==> config.mk <==
export PLATFORM = sky130hd
export DESIGN_NAME = instr_fetch_unit_flat
export DESIGN_NICKNAME = d
export VERILOG_FILES = /design/src/rtl/instr_fetch_unit_if.sv /design/src/rtl/instr_fetch_unit.sv /design/src/flat_wrapper.sv
export SDC_FILE = /design/constraint.sdc
export NUM_CORES = 1
export LEC_CHECK = 0
export ABC_AREA = 1
export BUFFER_PORTS_ARGS = -buffer_cell sky130_fd_sc_hd__buf_2
export CORE_MARGIN = 1.5
export CORE_UTILIZATION = 49
export CTS_CLUSTER_SIZE = 40
export DETAILED_ROUTE_END_ITERATION = 6
export PLACE_DENSITY = 0.78
export SYNTH_ARGS = -nofsm -noshare
export SYNTH_HDL_FRONTEND = slang
export SYNTH_SLANG_ARGS = --single-unit
==> constraint.sdc <==
create_clock -name clk -period 2.15 [get_ports clk]
set_input_delay 0.3225 -clock clk [delete_from_list [all_inputs] [get_ports clk]]
set_output_delay 0.3225 -clock clk [all_outputs]
set_load 0.01 [all_outputs]
==> src/rtl/instr_fetch_unit_if.sv <==
`default_nettype none
// ============================================================================
// Module   : instr_fetch_unit_if
// Brief    : Fetch-stage bus bundle: imem request/response, redirect, decode.
// Revision : 1.0
// ============================================================================
interface instr_fetch_unit_if #(
  parameter int PC_WIDTH    = 16,
  parameter int INSTR_WIDTH = 32
);
  logic                   imem_req_valid;
  logic [PC_WIDTH-1:0]    imem_req_addr;
  logic                   imem_req_ready;
  logic                   imem_resp_valid;
  logic [INSTR_WIDTH-1:0] imem_resp_data;
  logic                   redirect_valid;
  logic [PC_WIDTH-1:0]    redirect_pc;
  logic                   instr_valid;
  logic [INSTR_WIDTH-1:0] instr_data;
  logic [PC_WIDTH-1:0]    instr_pc;
  logic                   instr_ready;

  modport master (
    output imem_req_valid, imem_req_addr,
    input  imem_req_ready, imem_resp_valid, imem_resp_data,
    input  redirect_valid, redirect_pc,
    output instr_valid, instr_data, instr_pc,
    input  instr_ready
  );

  modport slave (
    input  imem_req_valid, imem_req_addr,
    output imem_req_ready, imem_resp_valid, imem_resp_data,
    output redirect_valid, redirect_pc,
    input  instr_valid, instr_data, instr_pc,
    output instr_ready
  );
endinterface
`default_nettype wire

==> src/rtl/instr_fetch_unit.sv <==
`default_nettype none
// ============================================================================
// Module   : instr_fetch_unit
// Brief    : PC owner, single-outstanding imem fetcher and prefetch FIFO.
//            Optional stall counter enabled by FETCH_STALL_COUNT_EN.
// Revision : 1.0
// ============================================================================
module instr_fetch_unit #(
  parameter int PC_WIDTH    = 16,
  parameter int INSTR_WIDTH = 32,
  parameter int FIFO_DEPTH  = 2,
  parameter int RESET_PC    = 0,
  parameter int PC_STEP     = 4
) (
  input  logic               clk,
  input  logic               reset_n,
  instr_fetch_unit_if.master bus
`ifdef FETCH_STALL_COUNT_EN
  ,
  output logic [31:0]        stall_cycles
`endif
);
  localparam int PTR_W = $clog2(FIFO_DEPTH);
  localparam int CNT_W = PTR_W + 1;

  typedef enum logic [1:0] {
    ST_IDLE = 2'd0,
    ST_WAIT = 2'd1,
    ST_DROP = 2'd2
  } state_t;

  state_t                 state_q, state_d;
  logic [PC_WIDTH-1:0]    fetch_pc_q, fetch_pc_d;
  logic [PC_WIDTH-1:0]    req_pc_q, req_pc_d;
  logic [PTR_W-1:0]       wr_ptr_q, wr_ptr_d;
  logic [PTR_W-1:0]       rd_ptr_q, rd_ptr_d;
  logic [CNT_W-1:0]       count_q, count_d;
  logic [INSTR_WIDTH-1:0] data_q [FIFO_DEPTH];
  logic [INSTR_WIDTH-1:0] data_d [FIFO_DEPTH];
  logic [PC_WIDTH-1:0]    pc_q   [FIFO_DEPTH];
  logic [PC_WIDTH-1:0]    pc_d   [FIFO_DEPTH];

  logic push, pop, req_valid, out_valid;

  always_comb begin
    state_d    = state_q;
    fetch_pc_d = fetch_pc_q;
    req_pc_d   = req_pc_q;
    wr_ptr_d   = wr_ptr_q;
    rd_ptr_d   = rd_ptr_q;
    count_d    = count_q;
    push       = 1'b0;
    // Held low while in reset so the bus sees a quiet master.
    req_valid  = reset_n && (state_q == ST_IDLE) &&
                 (count_q < CNT_W'(FIFO_DEPTH)) && !bus.redirect_valid;
    out_valid  = (count_q != '0) && !bus.redirect_valid;
    pop        = out_valid && bus.instr_ready;

    case (state_q)
      ST_IDLE: begin
        if (req_valid && bus.imem_req_ready) begin
          req_pc_d   = fetch_pc_q;
          fetch_pc_d = fetch_pc_q + PC_WIDTH'(PC_STEP);
          state_d    = ST_WAIT;
        end
      end
      ST_WAIT: begin
        if (bus.imem_resp_valid) begin
          push    = 1'b1;
          state_d = ST_IDLE;
        end
      end
      ST_DROP: begin
        if (bus.imem_resp_valid) begin
          state_d = ST_IDLE;
        end
      end
      default: state_d = ST_IDLE;
    endcase

    // A response landing with the redirect retires the stale request, so the
    // machine returns to IDLE from either WAIT or DROP in that case.
    if (bus.redirect_valid) begin
      fetch_pc_d = bus.redirect_pc;
      push       = 1'b0;
      wr_ptr_d   = '0;
      rd_ptr_d   = '0;
      count_d    = '0;
      if (state_q == ST_WAIT && !bus.imem_resp_valid) begin
        state_d = ST_DROP;
      end
    end else begin
      if (push) wr_ptr_d = wr_ptr_q + PTR_W'(1);
      if (pop)  rd_ptr_d = rd_ptr_q + PTR_W'(1);
      count_d = count_q + CNT_W'(push) - CNT_W'(pop);
    end
  end

  always_comb begin
    data_d = data_q;
    pc_d   = pc_q;
    if (push) begin
      data_d[wr_ptr_q] = bus.imem_resp_data;
      pc_d[wr_ptr_q]   = req_pc_q;
    end
  end

  always_ff @(posedge clk or negedge reset_n) begin
    if (!reset_n) begin
      state_q    <= ST_IDLE;
      fetch_pc_q <= PC_WIDTH'(RESET_PC);
      req_pc_q   <= PC_WIDTH'(RESET_PC);
      wr_ptr_q   <= '0;
      rd_ptr_q   <= '0;
      count_q    <= '0;
      for (int i = 0; i < FIFO_DEPTH; i++) begin
        data_q[i] <= '0;
        pc_q[i]   <= '0;
      end
    end else begin
      state_q    <= state_d;
      fetch_pc_q <= fetch_pc_d;
      req_pc_q   <= req_pc_d;
      wr_ptr_q   <= wr_ptr_d;
      rd_ptr_q   <= rd_ptr_d;
      count_q    <= count_d;
      data_q     <= data_d;
      pc_q       <= pc_d;
    end
  end

  assign bus.imem_req_valid = req_valid;
  assign bus.imem_req_addr  = fetch_pc_q;
  assign bus.instr_valid    = out_valid;
  assign bus.instr_data     = data_q[rd_ptr_q];
  assign bus.instr_pc       = pc_q[rd_ptr_q];

`ifdef FETCH_STALL_COUNT_EN
  logic [31:0] stall_q, stall_d;

  always_comb begin
    stall_d = stall_q;
    if (bus.instr_ready && !out_valid && (stall_q != 32'hFFFF_FFFF)) begin
      stall_d = stall_q + 32'd1;
    end
  end

  always_ff @(posedge clk or negedge reset_n) begin
    if (!reset_n) stall_q <= '0;
    else          stall_q <= stall_d;
  end

  assign stall_cycles = stall_q;
`endif
endmodule
`default_nettype wire

==> src/flat_wrapper.sv <==
// flat-port wrapper written by rule: the top's interface ports become plain ports
module instr_fetch_unit_flat 
#(
  parameter int PC_WIDTH    = 16,
  parameter int INSTR_WIDTH = 32,
  parameter int FIFO_DEPTH  = 2,
  parameter int RESET_PC    = 0,
  parameter int PC_STEP     = 4
)
  (clk, reset_n, bus_imem_req_valid, bus_imem_req_addr, bus_imem_req_ready, bus_imem_resp_valid, bus_imem_resp_data, bus_redirect_valid, bus_redirect_pc, bus_instr_valid, bus_instr_data, bus_instr_pc, bus_instr_ready);
  instr_fetch_unit_if #(.PC_WIDTH(PC_WIDTH), .INSTR_WIDTH(INSTR_WIDTH)) bus_i ();
  input  logic clk;
  input  logic reset_n;
  output wire logic [$bits(bus_i.imem_req_valid)-1:0] bus_imem_req_valid;
  output wire logic [$bits(bus_i.imem_req_addr)-1:0] bus_imem_req_addr;
  input wire logic [$bits(bus_i.imem_req_ready)-1:0] bus_imem_req_ready;
  input wire logic [$bits(bus_i.imem_resp_valid)-1:0] bus_imem_resp_valid;
  input wire logic [$bits(bus_i.imem_resp_data)-1:0] bus_imem_resp_data;
  input wire logic [$bits(bus_i.redirect_valid)-1:0] bus_redirect_valid;
  input wire logic [$bits(bus_i.redirect_pc)-1:0] bus_redirect_pc;
  output wire logic [$bits(bus_i.instr_valid)-1:0] bus_instr_valid;
  output wire logic [$bits(bus_i.instr_data)-1:0] bus_instr_data;
  output wire logic [$bits(bus_i.instr_pc)-1:0] bus_instr_pc;
  input wire logic [$bits(bus_i.instr_ready)-1:0] bus_instr_ready;
  assign bus_imem_req_valid = bus_i.imem_req_valid;
  assign bus_imem_req_addr = bus_i.imem_req_addr;
  assign bus_i.imem_req_ready = bus_imem_req_ready;
  assign bus_i.imem_resp_valid = bus_imem_resp_valid;
  assign bus_i.imem_resp_data = bus_imem_resp_data;
  assign bus_i.redirect_valid = bus_redirect_valid;
  assign bus_i.redirect_pc = bus_redirect_pc;
  assign bus_instr_valid = bus_i.instr_valid;
  assign bus_instr_data = bus_i.instr_data;
  assign bus_instr_pc = bus_i.instr_pc;
  assign bus_i.instr_ready = bus_instr_ready;
  instr_fetch_unit #(.PC_WIDTH(PC_WIDTH), .INSTR_WIDTH(INSTR_WIDTH), .FIFO_DEPTH(FIFO_DEPTH), .RESET_PC(RESET_PC), .PC_STEP(PC_STEP)) u_core (.clk(clk), .reset_n(reset_n), .bus(bus_i));
endmodule
==> impl_summary.log <==
INFO  metric run_status = complete, no violations
INFO  metric final.fill_count = ~1.1k
INFO  metric initial_utilization = around 51%
INFO  metric seq_power_share = roughly two fifths
INFO  metric power-per-cell-area = roughly 1300 nW/um2
INFO  metric cell_internal_pwr = ~6.7 mW
INFO  metric tritoncts.num_buffers = 17
INFO  metric r2r-start = u_core.state_q[1]$_DFF_PN0_
INFO  metric cts.root.buffer_cell = sky130_fd_sc_hd__clkbuf_16
INFO  metric vias = 4616
INFO  metric finalCritPeriodShare = between 80% and 90%
INFO  metric mappedNetlistArea = about 6100 um2
INFO  metric area_growth = 21.3%
INFO  metric clock-sinks = 134
INFO  metric crit_required = between 1.5 and 2 ns
INFO  metric worst_hold_slack = about 0.0073 ns
INFO  metric power.combinational.fraction = between 30% and 40%
INFO  metric number_of_global_route_vias_before_repair = ~4.5k
INFO  metric setup_viol = 0
INFO  metric grt_most_used_layer = met2
INFO  metric yosysWarnings = 0
INFO  metric place_area = 6870 um2
INFO  metric coreArea = about 12000 um2
INFO  metric die_w = 115 um
INFO  metric relSlewSlack = 51.4%
INFO  metric holdCritPathClass = primary input to async pin
INFO  metric post_drt_wl_per_cell = between 10 and 15 um
INFO  metric place_hpwl = between 8000 and 9000 um
INFO  metric grt_setup_unrepaired = false
INFO  metric syn-instance-count = 662
INFO  metric antenna_left = 0
INFO  metric placementRows = 40
INFO  metric clock_power_share = 28.6%
INFO  metric first_pass_grt_wire_length = ~21000 um
INFO  metric count_of_buffers_inserted_at_the_top_level_ports = about 120
INFO  metric layout.cell_area.non_filler = 7440 um2
INFO  metric use_met3 = 5.22%
INFO  metric ctsHtreeMaxLevel = 4
INFO  metric fin_util = between 60% and 70%
INFO  metric n_antenna_cell = 0
INFO  metric clock_skew = 0.00699 ns
INFO  metric critical_path_class = flop to primary output
INFO  metric chipHeight = approximately 110 um
INFO  metric yosys_register_bits = 134
INFO  metric p_sw_share = 31.7%
INFO  metric cap_violations = 0
INFO  metric cts_tree = done
INFO  metric netSwitchingPower = 3.11 mW
INFO  metric grt.met2_usage = a little under a third
INFO  metric clkTransAtPathRegs = approximately 0.05 ns
INFO  metric cellLeakagePower = about 3.9 nW
INFO  metric cts-hold-fix-buffers = 0
INFO  metric ff2ff_path_depth = 8
INFO  metric syn-num-nets = between 700 and 800
INFO  metric ioPinCount = 120
INFO  metric maximum_number_of_pins_on_one_net_before_global_route_repair = approximately 140
INFO  metric final_layout_size_suffix_gt1_share = between 20% and 30%
INFO  metric clock_path_buffers = 2
INFO  metric slew_worst_pin = 0.729 ns
INFO  metric report.final.hold_viol_count = 0
INFO  metric regToRegEndpoint = u_core.data_q[17]$_DFFE_PN0P_
INFO  metric grt_antenna_before_repair = 0
INFO  metric dr.pass1.iters = 4
INFO  metric netlist-cell-type-count = 27
INFO  metric start_kind = flop
INFO  metric post-route-min-period = about 1.9 ns
INFO  metric detail_route.iter0.violations = about 530
INFO  metric fin_total_pwr = about 10 mW
INFO  metric globalplace.congestion = between 0.8 and 0.9
INFO  metric syn_avg_cell_area = ~9.3 um2
INFO  metric endpoint_kind = primary output
INFO  metric drv_slew = 0
INFO  metric num-nets-final = roughly 840
INFO  metric sequential_to_total_area_share_from_yosys_stat = a little over half
INFO  metric crit_fanout = 18
INFO  metric finalWirelength = 12500 um
INFO  metric post_cts_buffers = 0
INFO  metric cts_resized = 0
INFO  metric vdd_drop_max = 0.553 mV
INFO  metric global_route.overflow_total = 0
INFO  metric clock_latency = 0.41 ns
INFO  metric dp_cells = ~900
INFO  metric fp.dieArea = between 10000 and 15000 um2
INFO  metric track_usage = between 20% and 30%
INFO  metric global_route.usage.met1 = ~27%
INFO  metric remaining_drc_errors = 0
INFO  metric post-place-ws = roughly 0.52 ns
INFO  metric cp_data_arrival_time = 1.59 ns
INFO  metric setup.reg_to_reg.worst_slack = between 0.5 and 0.6 ns
INFO  metric fmaxAchievable = approximately 520 MHz
INFO  metric final.setup.tns = 0 ns
INFO  metric via_per_inst = around 4.8
INFO  metric worst_slack = approximately 0.23 ns
INFO  metric fin_cells = approximately 960
==> area by class of cell <==
| type | instances | area, um2 | share of cell area (%) |
|---|---|---|---|
| clock inverters | 3 | 65.1 | 0.874 |
| inverters | 82 | 313 | 4.20 |
| flip-flops and latches | 134 | 3350 | 45.1 |
| repair buffers | 130 | 747 | 10.0 |
| well taps | 168 | 210 | 2.82 |
| clock buffers | 28 | 507 | 6.81 |
| multi-input cells | 413 | 2250 | 30.2 |
==> placed cells by master, fill, tap and decap left out, types with 3 or more instances in the layout <==
master / Yosys / final
sky130_fd_sc_hd__o21ai_0: 84 / 84
sky130_fd_sc_hd__ha_1: 6 / 6
sky130_fd_sc_hd__clkbuf_8: 0 / 4
sky130_fd_sc_hd__buf_4: 1 / 6
sky130_fd_sc_hd__o211ai_1: 4 / 4
sky130_fd_sc_hd__dfrtp_1: 134 / 133
sky130_fd_sc_hd__inv_1: 77 / 77
sky130_fd_sc_hd__nand2_1: 173 / 173
sky130_fd_sc_hd__xor2_1: 3 / 3
sky130_fd_sc_hd__clkbuf_1: 11 / 7
sky130_fd_sc_hd__buf_12: 0 / 5
sky130_fd_sc_hd__mux2_2: 48 / 48
sky130_fd_sc_hd__buf_2: 9 / 118
sky130_fd_sc_hd__nand3_1: 32 / 32
sky130_fd_sc_hd__nor2_1: 16 / 16
sky130_fd_sc_hd__clkbuf_16: 0 / 17
sky130_fd_sc_hd__o21ai_1: 34 / 34
==> cells in the mapped netlist (all sizes together) <==
cell type	instances	area share (%)
clkinv	1	0.061
xnor2	1	0.14
nand4	1	0.10
o211ai	4	0.49
nand3	34	3.2
nand2	175	11
ha	6	1.2
o21ai	118	9.6
inv	81	5.0
a21oi	2	0.16
nor2	20	1.6
clkbuf	12	0.75
buf	21	2.9
mux2	48	8.8
or2	1	0.10
xor2	3	0.43
dfrtp	134	55
==> power groups by stage <==
stage | Combinational (mW) | Clock [mW] | Sequential [mW]
global placement | 2.94 | 0 | 3.98
detailed placement | 3.03 | 0 | 4.00
global route | 3.41 | 2.99 | 4.09
floorplan | 2.06 | 0 | 3.88
finish | 3.00 | 2.80 | 3.98
CTS | 3.06 | 2.85 | 3.98
==> sequential cells by signal, indices dropped and copies added, names as in the netlist <==
| signal | flops |
|---|---|
| u_core.data_q | 64 |
| u_core.pc_q | 32 |
| u_core.bus.imem_req_addr | 16 |
| u_core.req_pc_q | 16 |
| u_core.count_q | 2 |
| u_core.state_q | 2 |
| u_core.rd_ptr_q | 1 |
| u_core.wr_ptr_q | 1 |
==> cell families (layout without fill, tap and decap cells) <==
group	after synthesis	count (layout)	synth area share [%]
multiplexers	48	48	8.81
flip-flops	134	134	54.7
buffers and inverters	115	243	8.73
AND/OR/NAND/NOR	231	231	15.7
XOR/XNOR	4	4	0.571
adder cells (fa/ha/maj)	6	6	1.22
AO/OA/AOI/OAI	124	124	10.3
==> metal layers <==
metal / vias to the layer above / wire (um)
li1: 2352 / -
met5: - / 0
met2: 126 / 5640
met4: 0 / 198
met3: 20 / 639
met1: 2118 / 5990
==> worst max path at each step <==
stage                                         end                        start  cells after the start
floorplan             u_core.count_q[1]$_DFF_PN0_           bus_redirect_valid                      9
global placement    u_core.data_q[17]$_DFFE_PN0P_  u_core.state_q[1]$_DFF_PN0_                      8
detailed placement  u_core.data_q[23]$_DFFE_PN0P_  u_core.state_q[1]$_DFF_PN0_                      8
CTS                               bus_instr_pc[3]  u_core.rd_ptr_q$_DFFE_PN0P_                      3
global route                      bus_instr_pc[3]  u_core.rd_ptr_q$_DFFE_PN0P_                      3
finish                            bus_instr_pc[3]  u_core.rd_ptr_q$_DFFE_PN0P_                      3
==> critical path: stages, from the launching register on <==
cell and delay [ns]:
sky130_fd_sc_hd__dfrtp_2 0.38, sky130_fd_sc_hd__buf_4 0.27, sky130_fd_sc_hd__mux2_2 0.39, sky130_fd_sc_hd__buf_2 0.15
Power figures use the tool's default switching activity.
